[src/rtl/motor_mix_pkg.sv]
// Shared types and constants for the quad-X motor mixer.
package motor_mix_pkg;

    typedef enum logic [1:0] {DISARMED, SPINUP, ARMED} state_t;

    // Headroom bits so the four-term mix sum can never wrap.
    localparam int EXT_BITS = 2;

    // Per-motor {P,R,Y} signs, 1 = subtract. Index 0 is m1.
    localparam logic [3:0][2:0] MIX_SIGN = {3'b111, 3'b100, 3'b001, 3'b010};

    function automatic int ext_w(input int w);
        return w + EXT_BITS;
    endfunction

endpackage

[src/rtl/mix_desat.sv]
// Stages 2-3 of the mixer: airmode shift registered, then clamp to [lo, MOTOR_MAX].
module mix_desat
    import motor_mix_pkg::*;
#(
    parameter int W         = 16,
    parameter int XW        = 18,
    parameter int MOTOR_MAX = 1000
) (
    input  logic                 clk,
    input  logic                 en,
    input  logic signed [XW-1:0] mix [4],
    input  logic signed [W-1:0]  lo,
    output logic signed [W-1:0]  mot [4],
    output logic                 sat
);

    // Two more bits: shifting the most negative mix down by the largest
    // possible excess needs them.
    localparam int DW = XW + 2;
    localparam logic signed [DW-1:0] MAX_D = DW'(MOTOR_MAX);
    localparam logic signed [W-1:0]  MAX_W = W'(MOTOR_MAX);

    logic signed [XW-1:0] mx;
    logic signed [DW-1:0] shift;
    logic signed [DW-1:0] dsat [4];
    logic                 shifted;
    logic signed [DW-1:0] lo_d;

    always_comb begin
        mx = mix[0];
        for (int k = 1; k < 4; k++)
            if (mix[k] > mx) mx = mix[k];
        shift = '0;
        if (DW'(mx) > MAX_D) shift = DW'(mx) - MAX_D;
    end

    always_ff @(posedge clk) begin
        if (en) begin
            for (int k = 0; k < 4; k++) dsat[k] <= DW'(mix[k]) - shift;
            shifted <= (shift != '0);
        end
    end

    assign lo_d = DW'(lo);

    always_comb begin
        sat = shifted;
        for (int k = 0; k < 4; k++) begin
            if (dsat[k] > MAX_D) begin
                mot[k] = MAX_W;
                sat    = 1'b1;
            end else if (dsat[k] < lo_d) begin
                mot[k] = lo;
                sat    = 1'b1;
            end else begin
                mot[k] = W'(dsat[k]);
            end
        end
    end

endmodule

[src/rtl/motor_mixer_sat.sv]
// Pipelined quad-X mixer with airmode desaturation, clamping and arm/spin-up FSM.
module motor_mixer_sat
    import motor_mix_pkg::*;
#(
    parameter int W         = 16,
    parameter int MOTOR_MIN = 0,
    parameter int MOTOR_MAX = 1000,
    parameter int IDLE      = 100,
    parameter int RAMP_STEP = 25
) (
    input  logic                clk,
    input  logic                rst,
    input  logic                in_valid,
    input  logic signed [W-1:0] throttle,
    input  logic signed [W-1:0] pitch,
    input  logic signed [W-1:0] roll,
    input  logic signed [W-1:0] yaw,
    input  logic                arm,
    output logic                out_valid,
    output logic signed [W-1:0] m1,
    output logic signed [W-1:0] m2,
    output logic signed [W-1:0] m3,
    output logic signed [W-1:0] m4,
    output logic                armed,
    output logic                sat
);

    localparam int XW = ext_w(W);
    localparam int FW = W + 1;
    localparam logic signed [W-1:0]  MIN_W  = W'(MOTOR_MIN);
    localparam logic signed [W-1:0]  IDLE_W = W'(IDLE);
    localparam logic signed [FW-1:0] IDLE_F = FW'(IDLE);
    localparam logic signed [FW-1:0] STEP_F = FW'(RAMP_STEP);

    state_t               state;
    logic signed [W-1:0]  fl;
    logic signed [FW-1:0] fl_inc;
    logic [3:1]           vld_pipe;

    logic signed [XW-1:0] t_x, p_x, r_x, y_x;
    logic signed [XW-1:0] mix_c [4];
    logic signed [XW-1:0] mix_q [4];
    logic signed [W-1:0]  lo_c;
    logic signed [W-1:0]  mot_c [4];
    logic                 sat_c;
    logic signed [W-1:0]  mot_q [4];
    logic                 sat_q;

    assign fl_inc = FW'(fl) + STEP_F;

    always_ff @(posedge clk) begin
        if (rst) begin
            state <= DISARMED;
            fl    <= MIN_W;
        end else if (!arm) begin
            state <= DISARMED;
            fl    <= MIN_W;
        end else begin
            case (state)
                DISARMED: if (in_valid && throttle <= IDLE_W) begin
                    state <= SPINUP;
                    fl    <= MIN_W;
                end
                SPINUP: if (fl_inc >= IDLE_F) begin
                    fl    <= IDLE_W;
                    state <= ARMED;
                end else begin
                    fl <= W'(fl_inc);
                end
                default: ;
            endcase
        end
    end

    assign armed = (state == ARMED);

    assign t_x = XW'(throttle);
    assign p_x = XW'(pitch);
    assign r_x = XW'(roll);
    assign y_x = XW'(yaw);

    always_comb begin
        for (int k = 0; k < 4; k++)
            mix_c[k] = t_x
                + (MIX_SIGN[k][2] ? -p_x : p_x)
                + (MIX_SIGN[k][1] ? -r_x : r_x)
                + (MIX_SIGN[k][0] ? -y_x : y_x);
    end

    always_ff @(posedge clk) begin
        if (rst) vld_pipe <= '0;
        else     vld_pipe <= {vld_pipe[2:1], in_valid};
    end

    always_ff @(posedge clk) begin
        if (in_valid)
            for (int k = 0; k < 4; k++) mix_q[k] <= mix_c[k];
    end

    assign lo_c = (state == ARMED) ? IDLE_W : MIN_W;

    mix_desat #(.W(W), .XW(XW), .MOTOR_MAX(MOTOR_MAX)) u_desat (
        .clk (clk),
        .en  (vld_pipe[1]),
        .mix (mix_q),
        .lo  (lo_c),
        .mot (mot_c),
        .sat (sat_c)
    );

    // A low arm level forces the floor even before the state register
    // catches up, so no in-flight sample can leak a live command.
    always_ff @(posedge clk) begin
        if (rst) begin
            for (int k = 0; k < 4; k++) mot_q[k] <= MIN_W;
            sat_q <= 1'b0;
        end else if (vld_pipe[2]) begin
            if (!arm || state == DISARMED) begin
                for (int k = 0; k < 4; k++) mot_q[k] <= MIN_W;
                sat_q <= 1'b0;
            end else if (state == SPINUP) begin
                for (int k = 0; k < 4; k++) mot_q[k] <= fl;
                sat_q <= 1'b0;
            end else begin
                for (int k = 0; k < 4; k++) mot_q[k] <= mot_c[k];
                sat_q <= sat_c;
            end
        end
    end

    assign out_valid = vld_pipe[3];
    assign m1  = mot_q[0];
    assign m2  = mot_q[1];
    assign m3  = mot_q[2];
    assign m4  = mot_q[3];
    assign sat = sat_q;

endmodule

[config.mk]
export PLATFORM = sky130hd
export DESIGN_NAME = motor_mixer_sat
export DESIGN_NICKNAME = d
export VERILOG_FILES = /design/src/rtl/motor_mix_pkg.sv /design/src/rtl/mix_desat.sv /design/src/rtl/motor_mixer_sat.sv
export SDC_FILE = /design/constraint.sdc
export NUM_CORES = 1
export LEC_CHECK = 0
export CAP_MARGIN = 20
export CORE_UTILIZATION = 30
export CTS_CLUSTER_DIAMETER = 100
export DETAILED_ROUTE_END_ITERATION = 6
export REMOVE_ABC_BUFFERS = 1
export SLEW_MARGIN = 10
export SYNTH_ARGS = -nofsm -noshare
export SYNTH_HDL_FRONTEND = slang
export SYNTH_HIERARCHICAL = 1
export SYNTH_SLANG_ARGS = --single-unit
[constraint.sdc]
create_clock -name clk -period 10.9 [get_ports clk]
set_clock_uncertainty 0.1 [all_clocks]
set_input_delay 2.18 -clock clk [delete_from_list [all_inputs] [get_ports clk]]
set_output_delay 2.18 -clock clk [all_outputs]
set_load 0.1 [all_outputs]
==> qor.yml, run 1 <==
status:
  status: "finished clean"
die:
  pin_count: 135
  die_area_um2: 80700
  fp-row-count: 103
  initial_core_util_pct: 30.2
  core_region_area_um2: 78900
  floorplan.die.width_um: 284
  die_h_um: 284
placement:
  io_buffer_count: 134
  dp_slack_ns: -0.741
  place.gp.congestion: 0.930
  dp_cells: 3996
  hpwl_um: 54200
finish:
  drive_above_1_share_pct: 13.2
  nFillCells: 8020
  area_growth_pct: 23.7
  seq_area_um2: 6900
  diodes: 0
  nets: 3452
  finalNonFillerCells: 4071
  multiInputGateArea_um2: 16100
sta:
  hold_violations: 0
  worst_pin_slew_ns: 1.26
  report.final.slew_viol_count: 0
  finalSetupTns_ns: 0
  setup_violations: 0
  post-route-period-util_pct: 95.7
  min_period_ns: 10.43
  fmax_mhz: 95.8
  fin_ws_ns: 0.465
  hold_slack_ns: 0.370
  maxSlewHeadroom_pct: 15.4
synthesis:
  synth_edf_count: 215
  synthAdderAreaFrac_pct: 22.5
  synthArstFlopShare_pct: 0
  synth.area.mux_share_pct: 1.66
  ys_seq_area_share_pct: 28.9
  synth_seq_cells: 237
  ys.flop_type: "edfxtp_1"
  synth_area_per_cell_um2: 9.03
  synth_simple_gate_area_share_pct: 14.8
  syn_area_um2: 23900
  synthCells: 2641
  yosys_warnings: 6
  synth-compound-area-share_pct: 19.7
  synth_top_family_by_area: "adder cells"
  yosysUniqueCellTypes: 86
  synth_xor_area_share_pct: 6.09
critical_path:
  critPathMaxFanout: 8
  r2r_cells: 55
  slowest_stage: "edfxtp_1"
  max_stage_delay_ns: 0.44
  cp_common_cell: "o21ai_1"
  arrival_ns: 10.63
  end_kind: "flop"
  critPathRequiredTime_ns: 11.10
  path_class: "reg -> reg"
  worstSetupStartpointType: "flop"
global_route:
  grt_max_degree: 83
  grt_pass1_vias: 19200
  grt_antenna_before_repair: 1
  grt.total_usage_pct: 15.8
  grt.overflow.total: 0
  grt_pass1_wl_um: 103000
drt:
  dr.pass1.iters: 5
  viasPerCell: 4.93
  final_antenna_net_count: 0
  routed_wl_um: 65100
  wl_per_cell_um: 16.0
  first_iter_violations: 1145
  vias: 20100
  drcViolationCount: 0
cts:
  clk_path_buf_depth: 3
  cts_root_buf: "clkbuf_16"
  cts-buffers-inserted: 26
  cts_sinks: 237
  clock_latency_ns: 0.56
  cts_tree: "yes"
  clk_pin_slew_ns: 0.06
  ctsHtreeMaxLevel: 1
hold_path:
  worstHoldPathCells: 2
  hold_path.class: "reg -> reg"
run:
  cap_violations: 0
[critical path: cells and delay by family (launching register included)]
kind	cells	cell delay [ns]
AND/OR/NAND/NOR	14	1.85
multiplexers	3	0.76
flip-flops	1	0.44
XOR/XNOR	1	0.13
AO/OA/AOI/OAI	24	4.04
buffers and inverters	6	0.84
adder cells (fa/ha/maj)	7	1.99
[cell usage after synthesis, drive strengths merged, types with 21 or more instances]
cell / n / share of area (%)
nand2b: 25 / 0.66
edfxtp: 215 / 27
inv: 318 / 5.0
a31oi: 21 / 0.58
o21ai: 180 / 3.8
mux2i: 29 / 1.2
a21o: 59 / 1.9
or3: 22 / 0.58
xnor2: 142 / 5.2
a21oi: 142 / 3.0
nor2: 230 / 3.7
nor3: 53 / 1.1
nand2: 138 / 2.2
fa: 76 / 6.4
a22o: 67 / 2.5
dfxtp: 22 / 1.8
clkbuf: 52 / 0.82
xor2: 23 / 0.84
buf: 23 / 0.59
nor2b: 43 / 1.1
a21boi: 48 / 1.6
and3: 25 / 0.66
nand3: 105 / 2.2
ha: 305 / 16
[flip-flops by register name, summed over array words and instances, names as in the netlist]
signal,count
sat,1
u_desat/shifted,1
state,2
mot_q,64
mix_q,70
vld_pipe,3
fl,16
u_desat/dsat,80
[placed cells by master (no fill, tap or decap), types with 11 or more instances in the layout]
cell             count
buf_4              208
nand4_1             18
nor2b_1             39
or3_1               22
dfxtp_1             21
clkdlybuf4s50_1    133
edfxtp_1           215
a31oi_1             20
o21a_1              17
a211oi_1            12
nor3_1              51
clkbuf_16           28
a21o_1              59
o21ai_2             20
fa_1                74
xor2_1              23
inv_1              314
nand2_1            136
nand2b_1            24
o31a_1              15
conb_1              60
a21oi_1            134
nor2_1             227
xnor2_1            141
o21ai_0            130
o21ai_1             30
and3_1              23
nand3_1            105
mux2i_1             27
a22o_1              65
a21boi_1            17
o31ai_1             11
a21boi_2            23
o311ai_0            11
o21bai_1            13
nor4_1              18
or2_2               11
ha_1               296
[metrics by stage]
step,cell area (um2),utilization (%)
5_1_grt,29500,37.4
2_1_floorplan,23700,-
3_3_place_gp,27800,35.3
3_5_place_dp,27800,35.3
6_report,29500,37.4
4_1_cts,28900,36.7
[layer usage]
layer,vias to the layer above,track usage (%),share of wire (%)
li1,10200,-,-
met1,9345,22.0,48
met2,460,26.6,46
met3,87,1.10,3.4
met4,0,3.68,2.6
met5,-,0,0
[final cells by class]
type,count,share of cell area [%]
clock inverter,11,0.585
clock buffer,35,2.49
inverter,318,4.04
multi-input combinational,2069,54.7
tap,1050,4.45
timing repair buffer,351,10.3
sequential,237,23.4
[worst paths after layout]
check | from | to | slack [ns]
worst max-delay path | mix_q[49]$_DFFE_PP_ | u_desat/dsat[3][18]$_DFFE_PP_ | 0.47
worst min-delay path | sat$_SDFFE_PP0P_ | sat$_SDFFE_PP0P_ | 0.37
worst max register to register | mix_q[49]$_DFFE_PP_ | u_desat/dsat[3][18]$_DFFE_PP_ | 0.47
worst min register to register | sat$_SDFFE_PP0P_ | sat$_SDFFE_PP0P_ | 0.37
[what timing repair did]
| action | in CTS | in global routing |
|---|---|---|
| buffers inserted | 8 | 18 |
| cloned | 0 | 1 |
| setup endpoints to repair | 34 | 39 |
| hold buffers | 0 | 0 |
| gates resized for setup | 66 | 129 |
| pin swaps | 23 | 68 |
[logic make-up (layout without fill, tap and decap cells)]
group	Yosys count	count (layout)
simple gates	729	729
mux	38	38
buf+inv	393	715
compound gates	694	694
xor+xnor	165	165
other cells	2	60
flops	237	237
fa+ha+maj	383	383
Power of run 1 is not shown: default switching activity piles up to over one toggle a cycle in this logic, so the estimate is an artifact.
==> run 2, diff against run 1 <==
--- a/config.mk
+++ b/config.mk
@@ -6,9 +6,10 @@
 export NUM_CORES = 1
 export LEC_CHECK = 0
 export CAP_MARGIN = 20
-export CORE_UTILIZATION = 30
+export CORE_UTILIZATION = 45
 export CTS_CLUSTER_DIAMETER = 100
 export DETAILED_ROUTE_END_ITERATION = 6
+export PLACE_DENSITY = 0.65
 export REMOVE_ABC_BUFFERS = 1
 export SLEW_MARGIN = 10
 export SYNTH_ARGS = -nofsm -noshare
==> run 2 against run 1 <==
Sequential share of layout area is 0.19 points lower. Cell count decreased by 8.1%. Global-route usage up 9.4 points. Register-to-register slack got worse by 0.22 ns. Critical path type unchanged. Largest cell class unchanged.
==> qor.yml, run 2 (synthesis results as in run 1) <==
run:
  cap_violations: 0
drt:
  routed_wl_um: 70200
  viasPerCell: 5.54
  dr.pass1.iters: 7
  final_antenna_net_count: 0
  drcViolationCount: 0
  vias: 20700
  first_iter_violations: 1029
  wl_per_cell_um: 18.8
sta:
  fmax_mhz: 93.9
  report.final.slew_viol_count: 0
  post-route-period-util_pct: 97.7
  worst_pin_slew_ns: 1.06
  hold_slack_ns: 0.364
  rsz0062_at_grt: "true"
  hold_violations: 0
  fin_ws_ns: 0.246
  min_period_ns: 10.65
  maxSlewHeadroom_pct: 29.1
  setup_violations: 0
critical_path:
  end_kind: "flop"
  path_class: "reg -> reg"
  slowest_stage: "or4_4"
  worstSetupStartpointType: "flop"
  cp_top_family: "compound AO/OA/AOI/OAI gates"
  critPathRequiredTime_ns: 11.09
  critPathBufInv: 5
  max_stage_delay_ns: 0.56
  arrival_ns: 10.84
  critPathMaxFanout: 8
finish:
  final_common_cell: "inv_1"
  finalNonFillerCells: 3741
  largest_register_ffs: 80
  nets: 3482
  largestRegisters: "u_desat/dsat: 80 flops, mix_q: 70 flops, mot_q: 64 flops"
  regMostFlops: "u_desat/dsat"
  drive_above_1_share_pct: 16.1
  area_growth_pct: 24.7
  final_cell_mix: "315 x inv_1, 287 x ha_1, 235 x buf_4"
  diodes: 0
placement:
  dp_cells: 3648
  hpwl_um: 57200
  io_buffer_count: 134
  place.gp.congestion: 0.906
  dp_slack_ns: -1.14
die:
  die_h_um: 232
  pin_count: 135
  floorplan.die.width_um: 232
  initial_core_util_pct: 45.5
  fp-row-count: 84
  die_area_um2: 53900
  core_region_area_um2: 52400
global_route:
  grt.overflow.total: 0
  grt_max_degree: 83
  grt_pass1_wl_um: 107000
  grt_antenna_before_repair: 0
  grt_pass1_vias: 20600
  grt.total_usage_pct: 25.3
status:
  status: "finished clean"
cts:
  cts_tree: "yes"
  ctsHtreeMaxLevel: 1
  cts_root_buf: "clkbuf_16"
  cts_sinks: 237
  cts-buffers-inserted: 26
  clk_pin_slew_ns: 0.06
  cts_hold_buf: 0
  clk_path_buf_depth: 3
  clock_latency_ns: 0.55
hold_path:
  hold_path.class: "reg -> reg"
run 2: cell count changes in the layout (fill, tap and decap cells not counted), moves of 5 or more:
cell,before,now
ha_4,7,17
a21boi_1,17,10
a21oi_1,134,128
o21ai_2,20,36
nor2_1,227,221
buf_6,3,8
mux2i_1,27,22
buf_4,208,235
ha_1,296,287
o21ai_1,30,15
run 2: area by class of cell:
cell class	instances	area, um2
Multi-Input combinational cell	2070	16600
Clock buffer	29	683
Timing Repair Buffer	380	3250
Inverter	318	1190
Fill cell	4518	22700
Clock inverter	19	240
Tap cell	688	861
Sequential cell	237	6900
run 2: per-stage QoR:
step / setup TNS, ns / util [%] / cell area [um2]
3_3_place_gp: -17.01 / 52.4 / 27500
4_1_cts: 0 / 54.7 / 28700
3_5_place_dp: -28.39 / 52.4 / 27500
2_1_floorplan: -39.21 / - / 23700
5_1_grt: -2.16 / 56.7 / 29800
6_report: 0 / 56.7 / 29800
run 2: path summary, 6_finish.rpt:
check                           start                             to  slack [ns]  cells past startpoint
setup reg to reg  mix_q[41]$_DFFE_PP_  u_desat/dsat[2][18]$_DFFE_PP_        0.25                     53
setup / recovery  mix_q[41]$_DFFE_PP_  u_desat/dsat[2][18]$_DFFE_PP_        0.25                     53
hold / removal       sat$_SDFFE_PP0P_               sat$_SDFFE_PP0P_        0.36                      2
hold reg to reg      sat$_SDFFE_PP0P_               sat$_SDFFE_PP0P_        0.36                      2
run 2: what timing repair did:
| item | in CTS | in global routing |
|---|---|---|
| pin swaps | 34 | 80 |
| gates resized for setup | 100 | 187 |
| endpoints found under the setup margin | 42 | 40 |
| buffers inserted | 13 | 30 |
| gates cloned | 1 | 0 |
run 2: worst reg2reg max path: cells and delay by family, from the launching register on:
| kind | cells | cell delay, ns |
|---|---|---|
| buf+inv | 5 | 0.81 |
| flops | 1 | 0.43 |
| xor+xnor | 1 | 0.12 |
| simple gates | 13 | 2.01 |
| mux | 3 | 0.72 |
| fa+ha+maj | 7 | 1.73 |
| compound gates | 24 | 4.49 |
run 2: metal layers:
metal	part of all wire (%)	wire (um)	global-route usage (%)
met5	0	0	0
met3	3.2	2270	1.93
met4	5.4	3760	13.3
met2	50	35300	46.3
met1	41	28900	29.1
Power of run 2 is left out for the same reason.
==> run 3, diff against run 2 <==
--- a/config.mk
+++ b/config.mk
@@ -6,10 +6,11 @@
 export NUM_CORES = 1
 export LEC_CHECK = 0
 export CAP_MARGIN = 20
-export CORE_UTILIZATION = 45
+export CORE_MARGIN = 5
+export CORE_UTILIZATION = 56
 export CTS_CLUSTER_DIAMETER = 100
 export DETAILED_ROUTE_END_ITERATION = 6
-export PLACE_DENSITY = 0.65
+export PLACE_DENSITY = 0.78
 export REMOVE_ABC_BUFFERS = 1
 export SLEW_MARGIN = 10
 export SYNTH_ARGS = -nofsm -noshare
==> run 3 against run 2 <==
Final area down 2.1%. Wire length fell by 2.9%. Cell count fell by 4.3%. Setup slack got worse by 0.20 ns. Global-route usage increased by 2.7 points. Fmax shrank 1.8%. Die area shrank 13%.
==> qor.yml, run 3 (synthesis results as in run 1) <==
global_route:
  grt.overflow.total: 0
  grt_antenna_before_repair: 1
  grt_pass1_vias: 21400
  grt_pass1_wl_um: 107000
  grt_max_degree: 83
  grt.total_usage_pct: 27.9
drt:
  vias: 21000
  wl_per_cell_um: 19.0
  first_iter_violations: 1153
  drcViolationCount: 0
  routed_wl_um: 68200
  dr.pass1.iters: 6
  final_antenna_net_count: 0
  viasPerCell: 5.87
cts:
  cts_sinks: 237
  clk_path_buf_depth: 3
  cts_hold_buf: 0
  ctsHtreeMaxLevel: 1
  cts_root_buf: "clkbuf_16"
  cts-buffers-inserted: 25
  clk_pin_slew_ns: 0.07
  cts_tree: "yes"
  clock_latency_ns: 0.54
critical_path:
  critPathRequiredTime_ns: 11.09
  worstSetupStartpointType: "flop"
  max_stage_delay_ns: 0.50
  critPathMaxFanout: 6
  slowest_stage: "or4_4"
  cp_common_cell: "o21ai_2"
  end_kind: "flop"
  arrival_ns: 11.04
  path_class: "reg -> reg"
die:
  die_h_um: 216
  fp-row-count: 75
  initial_core_util_pct: 56.7
  pin_count: 135
  die_area_um2: 46800
  floorplan.die.width_um: 216
  core_region_area_um2: 42000
placement:
  placed_area_um2: 27200
  place.gp.congestion: 0.946
  io_buffer_count: 134
  hpwl_um: 55000
sta:
  worst_pin_slew_ns: 1.05
  finalSetupTns_ns: 0
  fmax_mhz: 92.2
  hold_violations: 0
  maxSlewHeadroom_pct: 29.6
  setup_violations: 0
  hold_slack_ns: 0.373
  min_period_ns: 10.85
  post-route-period-util_pct: 99.5
  report.final.slew_viol_count: 0
hold_path:
  hold_path.class: "reg -> reg"
status:
  status: "finished clean"
finish:
  final_common_cell: "inv_1"
  largestRegisters: "u_desat/dsat: 80 flops, mix_q: 70 flops, mot_q: 64 flops"
  finish.instance_area_um2: 29100
  largest_register_ffs: 80
  drive_above_1_share_pct: 14.8
  final_cell_mix: "314 x inv_1, 292 x ha_1, 225 x buf_4"
  nets: 3472
  regMostFlops: "u_desat/dsat"
  area_growth_pct: 22.2
  diodes: 0
  fin_util_pct: 69.3
run:
  cap_violations: 0
[run 3: final timing paths]
| path | end | depth (start not counted) | from | slack [ns] |
|---|---|---|---|---|
| worst min-delay path | sat$_SDFFE_PP0P_ | 2 | sat$_SDFFE_PP0P_ | 0.37 |
| worst max-delay path | u_desat/dsat[3][18]$_DFFE_PP_ | 53 | mix_q[61]$_DFFE_PP_ | 0.05 |
| worst max register to register | u_desat/dsat[3][18]$_DFFE_PP_ | 53 | mix_q[61]$_DFFE_PP_ | 0.05 |
| worst min register to register | sat$_SDFFE_PP0P_ | 2 | sat$_SDFFE_PP0P_ | 0.37 |
[run 3: per-stage QoR]
step	instances	setup WS [ns]
3_3_place_gp	3491	-0.585
4_1_cts	3555	0.0165
6_report	3579	0.0510
2_1_floorplan	2624	-1.31
5_1_grt	3579	-0.286
3_5_place_dp	3492	-1.17
[run 3: worst max-delay path, delay by kind of cell, from the launching register on]
family                   cells  cell delay (ns)
AO/OA/AOI/OAI               22             4.15
XOR/XNOR                     1             0.10
adder cells (fa/ha/maj)      6             1.61
buffers and inverters        6             0.94
flip-flops                   1             0.40
multiplexers                 3             0.66
AND/OR/NAND/NOR             15             2.61
[run 3: layer usage]
| layer | up-vias | share of wire [%] | track usage [%] |
|---|---|---|---|
| met5 | - | 0 | 0 |
| met4 | 0 | 7.4 | 17.8 |
| met3 | 254 | 4.1 | 2.15 |
| met2 | 714 | 49 | 49.7 |
| met1 | 9826 | 40 | 32.7 |
| li1 | 10200 | - | - |
[run 3: cell type report]
type	count	area, um2
Clock inverter	15	130
Timing Repair Buffer	371	3200
Sequential cell	237	6900
Clock buffer	29	641
Inverter	318	1190
Tap cell	539	674
Multi-Input combinational cell	2070	16400
Fill cell	3258	12900
[run 3: timing repair]
action                                  4_1_cts  5_1_grt
buffers inserted                             18       22
endpoints found under the setup margin       42       39
pin swaps                                    36       73
resized for setup                           102      146
gates cloned                                  1        1
Power of run 3 is left out for the same reason.
